### src/rtl/mips_multicycle.sv
// Multi-cycle MIPS-I integer subset core sharing one req/ready memory port for fetch and data.
// Optional feature macro: MIPS_MC_LINK_EN adds jal/jr; without it both decode as illegal.
module mips_multicycle #(
  parameter logic [31:0] RESET_PC = 32'h0000_3000,
  parameter int unsigned WAIT_MAX = 255
) (
  input  logic        clk,
  input  logic        rst,
  output logic        mem_req,
  output logic        mem_we,
  output logic [31:0] mem_addr,
  output logic [31:0] mem_wdata,
  input  logic [31:0] mem_rdata,
  input  logic        mem_ready,
  output logic        retired,
  output logic        halted,
  output logic        bus_err
);

  typedef enum logic [2:0] {
    StBoot, StFetch, StDecode, StExec, StMem, StWb, StHalt
  } state_e;

  localparam logic [5:0] OpRtype = 6'h00;
  localparam logic [5:0] OpJ     = 6'h02;
  localparam logic [5:0] OpBeq   = 6'h04;
  localparam logic [5:0] OpAddiu = 6'h09;
  localparam logic [5:0] OpOri   = 6'h0d;
  localparam logic [5:0] OpLui   = 6'h0f;
  localparam logic [5:0] OpLw    = 6'h23;
  localparam logic [5:0] OpSw    = 6'h2b;
  localparam logic [5:0] FnAddu  = 6'h21;
  localparam logic [5:0] FnSubu  = 6'h23;
  localparam logic [5:0] FnAnd   = 6'h24;
  localparam logic [5:0] FnOr    = 6'h25;
  localparam logic [5:0] FnSlt   = 6'h2a;
`ifdef MIPS_MC_LINK_EN
  localparam logic [5:0] OpJal   = 6'h03;
  localparam logic [5:0] FnJr    = 6'h08;
`endif

  state_e      state;
  logic [31:0] pc, ir, a, b, alu_out, mdr, wait_cnt;
  logic [31:0] gpr [32];

  logic [5:0]  op, funct;
  logic [4:0]  rs, rt, rd, wr_reg;
  logic [15:0] imm;
  logic [31:0] imm_sext, br_target, br_next, j_target, alu_res, wb_data;
  logic        legal, timeout;

  assign op        = ir[31:26];
  assign rs        = ir[25:21];
  assign rt        = ir[20:16];
  assign rd        = ir[15:11];
  assign funct     = ir[5:0];
  assign imm       = ir[15:0];
  assign imm_sext  = {{16{imm[15]}}, imm};
  // pc already points past the branch when this is used
  assign br_target = pc + {imm_sext[29:0], 2'b00};
  assign br_next   = (a == b) ? br_target : pc;
  assign j_target  = {pc[31:28], ir[25:0], 2'b00};
  assign wr_reg    = (op == OpRtype) ? rd : rt;
  assign wb_data   = (op == OpLw) ? mdr : alu_out;
  assign timeout   = (WAIT_MAX != 32'd0) && (wait_cnt == 32'(WAIT_MAX - 1));

  always_comb begin
    alu_res = a + imm_sext;
    case (op)
      OpRtype: begin
        case (funct)
          FnSubu:  alu_res = a - b;
          FnAnd:   alu_res = a & b;
          FnOr:    alu_res = a | b;
          FnSlt:   alu_res = {31'b0, $signed(a) < $signed(b)};
          default: alu_res = a + b;
        endcase
      end
      OpOri:   alu_res = a | {16'b0, imm};
      OpLui:   alu_res = {imm, 16'b0};
      default: ;
    endcase
  end

  always_comb begin
    legal = 1'b0;
    case (op)
      OpRtype: begin
        case (funct)
          FnAddu, FnSubu, FnAnd, FnOr, FnSlt: legal = 1'b1;
`ifdef MIPS_MC_LINK_EN
          FnJr:    legal = 1'b1;
`endif
          default: legal = 1'b0;
        endcase
      end
      OpJ, OpBeq, OpAddiu, OpOri, OpLui, OpLw, OpSw: legal = 1'b1;
`ifdef MIPS_MC_LINK_EN
      OpJal:   legal = 1'b1;
`endif
      default: legal = 1'b0;
    endcase
  end

  always_ff @(posedge clk or posedge rst) begin
    if (rst) begin
      state     <= StBoot;
      pc        <= RESET_PC;
      ir        <= '0;
      a         <= '0;
      b         <= '0;
      alu_out   <= '0;
      mdr       <= '0;
      wait_cnt  <= '0;
      for (int i = 0; i < 32; i++) gpr[i] <= '0;
      mem_req   <= 1'b0;
      mem_we    <= 1'b0;
      mem_addr  <= '0;
      mem_wdata <= '0;
      retired   <= 1'b0;
      halted    <= 1'b0;
      bus_err   <= 1'b0;
    end else begin
      retired <= 1'b0;
      case (state)
        StBoot: begin
          state    <= StFetch;
          mem_req  <= 1'b1;
          mem_we   <= 1'b0;
          mem_addr <= pc;
        end
        StFetch, StMem: begin
          if (mem_ready) begin
            wait_cnt <= '0;
            if (state == StFetch) begin
              ir      <= mem_rdata;
              pc      <= pc + 32'd4;
              mem_req <= 1'b0;
              state   <= StDecode;
            end else if (op == OpSw) begin
              retired  <= 1'b1;
              mem_req  <= 1'b1;
              mem_we   <= 1'b0;
              mem_addr <= pc;
              state    <= StFetch;
            end else begin
              mdr     <= mem_rdata;
              mem_req <= 1'b0;
              state   <= StWb;
            end
          end else if (timeout) begin
            mem_req <= 1'b0;
            mem_we  <= 1'b0;
            halted  <= 1'b1;
            bus_err <= 1'b1;
            state   <= StHalt;
          end else begin
            wait_cnt <= wait_cnt + 32'd1;
          end
        end
        StDecode: begin
          a <= gpr[rs];
          b <= gpr[rt];
          if (!legal) begin
            halted <= 1'b1;
            state  <= StHalt;
          end else if (op == OpJ) begin
            pc       <= j_target;
            mem_addr <= j_target;
            mem_req  <= 1'b1;
            retired  <= 1'b1;
            state    <= StFetch;
`ifdef MIPS_MC_LINK_EN
          end else if (op == OpJal) begin
            gpr[31]  <= pc;
            pc       <= j_target;
            mem_addr <= j_target;
            mem_req  <= 1'b1;
            retired  <= 1'b1;
            state    <= StFetch;
          end else if (op == OpRtype && funct == FnJr) begin
            pc       <= {gpr[rs][31:2], 2'b00};
            mem_addr <= {gpr[rs][31:2], 2'b00};
            mem_req  <= 1'b1;
            retired  <= 1'b1;
            state    <= StFetch;
`endif
          end else begin
            state <= StExec;
          end
        end
        StExec: begin
          alu_out <= alu_res;
          if (op == OpBeq) begin
            pc       <= br_next;
            mem_addr <= br_next;
            mem_req  <= 1'b1;
            retired  <= 1'b1;
            state    <= StFetch;
          end else if (op == OpLw || op == OpSw) begin
            mem_req   <= 1'b1;
            mem_we    <= (op == OpSw);
            mem_addr  <= {alu_res[31:2], 2'b00};
            mem_wdata <= b;
            state     <= StMem;
          end else begin
            state <= StWb;
          end
        end
        StWb: begin
          if (wr_reg != 5'd0) gpr[wr_reg] <= wb_data;
          retired  <= 1'b1;
          mem_req  <= 1'b1;
          mem_we   <= 1'b0;
          mem_addr <= pc;
          state    <= StFetch;
        end
        default: begin
          mem_req <= 1'b0;
          halted  <= 1'b1;
          state   <= StHalt;
        end
      endcase
    end
  end

endmodule

### config.mk
export PLATFORM = sky130hd
export DESIGN_NAME = mips_multicycle
export DESIGN_NICKNAME = d
export VERILOG_FILES = /design/src/rtl/mips_multicycle.sv
export SDC_FILE = /design/constraint.sdc
export NUM_CORES = 2
export LEC_CHECK = 0
export CAP_MARGIN = 20
export CORE_MARGIN = 1.5
export CORE_UTILIZATION = 45
export DETAILED_ROUTE_END_ITERATION = 12
export DONT_BUFFER_PORTS = 1
export PLACE_DENSITY_LB_ADDON = 0.15
export SYNTH_ARGS = -nofsm -noshare
export SYNTH_HDL_FRONTEND = slang
export SYNTH_SLANG_ARGS = --single-unit
### constraint.sdc
create_clock -name clk -period 52.6 [get_ports clk]
set_clock_uncertainty 0.15 [all_clocks]
set_input_delay 5.26 -clock clk [delete_from_list [all_inputs] [get_ports clk]]
set_output_delay 5.26 -clock clk [all_outputs]
set_load 0.05 [all_outputs]
==> out/metrics.cfg <==
[synthesis]
synth_xor_area_share_pct = 0.964
synth_cells = 7009
synth_area_um2 = 74500
synth_area_leaders = dfrtp_1 44%, mux4_2 19%, a21oi_1 5.8%
ys.flop_type = dfrtp_1
yosysTopAreaCell = dfrtp_1
avgSynthCellArea_um2 = 10.6
synth-edff-count = 0
synthSimpleGateAreaFrac_pct = 10.6
synth_compound_area_share_pct = 14.8
syn_nets = 7223
netlist_top_cells_count = 1315 x dfrtp_1, 861 x a21oi_1, 860 x nor2_1, 675 x nand2_1, 640 x mux4_2
synth_top_area_share_pct = 44.1
yosys_warnings = 0
synth_top_family_by_area = multiplexers
synth-seq-area-share_pct = 44.2
synthAdderAreaFrac_pct = 3.05
yosys-mux-area-fraction_pct = 22.2
yosysMostFrequentCell = dfrtp_1
synthArstFlopShare_pct = 100
yosysUniqueCellTypes = 93
synth_seq_cells = 1317

[global_routing]
grt_pass1_wl_um = 384000
grt-ovfl-total = 0
antenna_found_initial = 5
grt_use_total_pct = 31.0
grt_max_degree = 170
grt_pass1_vias = 55500

[pwr]
power_frac_seq_pct = 47.9
peakVddDrop_v = 0.0000344
p_comb_share_pct = 1.0
switchingPower_mw = 0.463
leakage_nw = 33.7
p_sw_share_pct = 21.9
internal_power_mw = 1.65
power.density_nw_per_um2 = 26.0
clkPwrFrac_pct = 51.1

[cts]
clock_latency_ps = 810
cts_max_level = 4
clockBufferDepth = 3
numCtsBuffers = 146
numClockSinks = 1317
cts_setup_buffers = 0
clk_pin_slew_ps = 60
cts_tree = yes
post_cts_resized = 0
cts_root_buf = clkbuf_16
cts_hold_buf = 0

[timing]
relSlewSlack_pct = 19.8
tightest_slew_ps = 1200
drv_slew = 0
grt_setup_unrepaired = false
fmaxAchievable_mhz = 119
layout_min_cycle_time_ps = 8430
period_share_pct = 16.0
hold_violations = 0
totalNegativeSetupSlack_ps = 0
setup_viol = 0

[final_layout]
drive_gt1_share_pct = 18.3
fin_nets = 6874
fillers = 15000
area_delta_synth_final_pct = 9.12
final_area_um2 = 81300

[route]
via_per_inst = 6.35
drt_iter0_drc = 5889
drtAntennaViolNets = 0
wl_per_cell_um = 29.0
drcViolationCount = 0
drt-total-wl_um = 260000
route.vias.total = 56900
firstDrtPassIters = 6

[critical_path]
crit_path_end_kind = asynchronous set/reset pin
path_max_fanout = 149
crit_type = in2async
critPathArrivalTime_ps = 9070
required_ps = 53240
startpoint_type = input pin

[placed_design]
numPortBuffers = 0
placed_area_um2 = 76300
routabilityCongestion = 0.974
dpl.hpwl_um = 162000

[die]
dieArea_um2 = 168000
die_height_um = 410
rows = 149
fp.dieW_um = 410
ios = 104
core_um2 = 165000
start_util_pct = 45.2

[outcome]
status = finished clean

[hold_path]
hp-class = reg2reg

[job]
drv_cap = 0

==> final cells by class <==
type                       count  area [um2]  share of cell area [%]
tap                         2189        2740                    3.37
clock inverter                47         671                   0.825
inverter                     134         510                   0.628
clock buffer                 211        4330                    5.33
multi-input combinational   4911       38800                    47.7
sequential                  1317       33000                    40.6
timing repair buffer         150        1280                    1.58
antenna                        1        2.50                 0.00308
==> power by group through the flow <==
stage | Sequential (mW) | Clock, mW | Combinational [mW]
2_1_floorplan | 1.03 | 0 | 0.0148
4_1_cts | 1.01 | 1.10 | 0.0225
3_5_place_dp | 1.03 | 0 | 0.0226
3_3_place_gp | 1.03 | 0 | 0.0222
6_report | 1.01 | 1.08 | 0.0210
5_1_grt | 1.01 | 1.13 | 0.0251
==> registers in the layout, indices dropped and copies added, names as in the netlist, 3 cells and up <==
signal	count
mem_addr	31
mdr	32
gpr	1024
mem_wdata	32
pc	30
alu_out	32
a	32
ir	32
wait_cnt	32
b	32
state	3
==> cells by family after synthesis <==
| logic type | count (synthesis) |
|---|---|
| flops | 1317 |
| simple gates | 1880 |
| mux | 843 |
| xor+xnor | 82 |
| fa+ha+maj | 179 |
| compound gates | 1927 |
| buf+inv | 781 |
==> final timing paths <==
kind / endpoint / startpoint / slack (ps) / cells after the start
setup / recovery: mem_wdata[11] / rst / 44170 / 5
hold / removal: gpr[996] / gpr[996] / 240 / 0
setup reg to reg: mem_addr[31] / ir[15] / 47460 / 13
hold reg to reg: gpr[996] / gpr[996] / 240 / 0
max in group clk: mem_addr[0] / mem_addr[1] / 45440 / 0
min in group asynchronous: mem_wdata[20] / rst / 4340 / 1
==> routing by layer <==
layer	wire length [um]	global-route usage, %	vias up	part of all wire, %
met5	16	0	-	0.0062
met4	12300	13.4	4	4.7
met3	21300	5.99	511	8.2
met2	117000	47.4	2443	45
met1	110000	43.3	29000	42
li1	-	-	24900	-
==> through the flow <==
stage / cells / worst slack [ps] / utilization [%] / hold slack (ps) / power (mW)
3_5_place_dp: 8698 / 43160 / 46.3 / 232 / 1.05
5_1_grt: 8959 / 43590 / 49.3 / 255 / 2.17
6_report: 8960 / 44170 / 49.3 / 243 / 2.11
2_1_floorplan: 7009 / 10070 / - / 291 / 1.05
3_3_place_gp: 8696 / 43190 / 46.2 / 227 / 1.05
4_1_cts: 8956 / 44040 / 49.3 / 246 / 2.13
==> worst max-delay path, stage by stage <==
cell,delay (ps)
inv_8,610
buf_12,660
buf_4,670
buf_4,730
buf_4,850
==> placed cells by master, fill, tap and decap left out, drive strengths merged, types with 12 or more instances in the layout <==
master / n
xor2: 34
o21a: 15
ha: 175
and2: 17
o221ai: 28
mux4: 640
nor2: 878
a21oi: 862
or2: 12
xnor2: 48
bufinv: 13
nand3: 64
or3: 16
and3: 30
buf: 150
inv: 140
o22ai: 38
a21o: 34
nor3: 53
o211ai: 37
o31ai: 21
nor2b: 13
clkinv: 24
a211oi: 38
mux2i: 119
nand2: 682
nand4: 23
mux2: 84
clkbuf: 211
a221oi: 24
o21bai: 16
o21ai: 641
nand2b: 28
a31oi: 22
nor4: 26
dfrtp: 1315
Note: power is estimated with default switching activity, not from simulation.
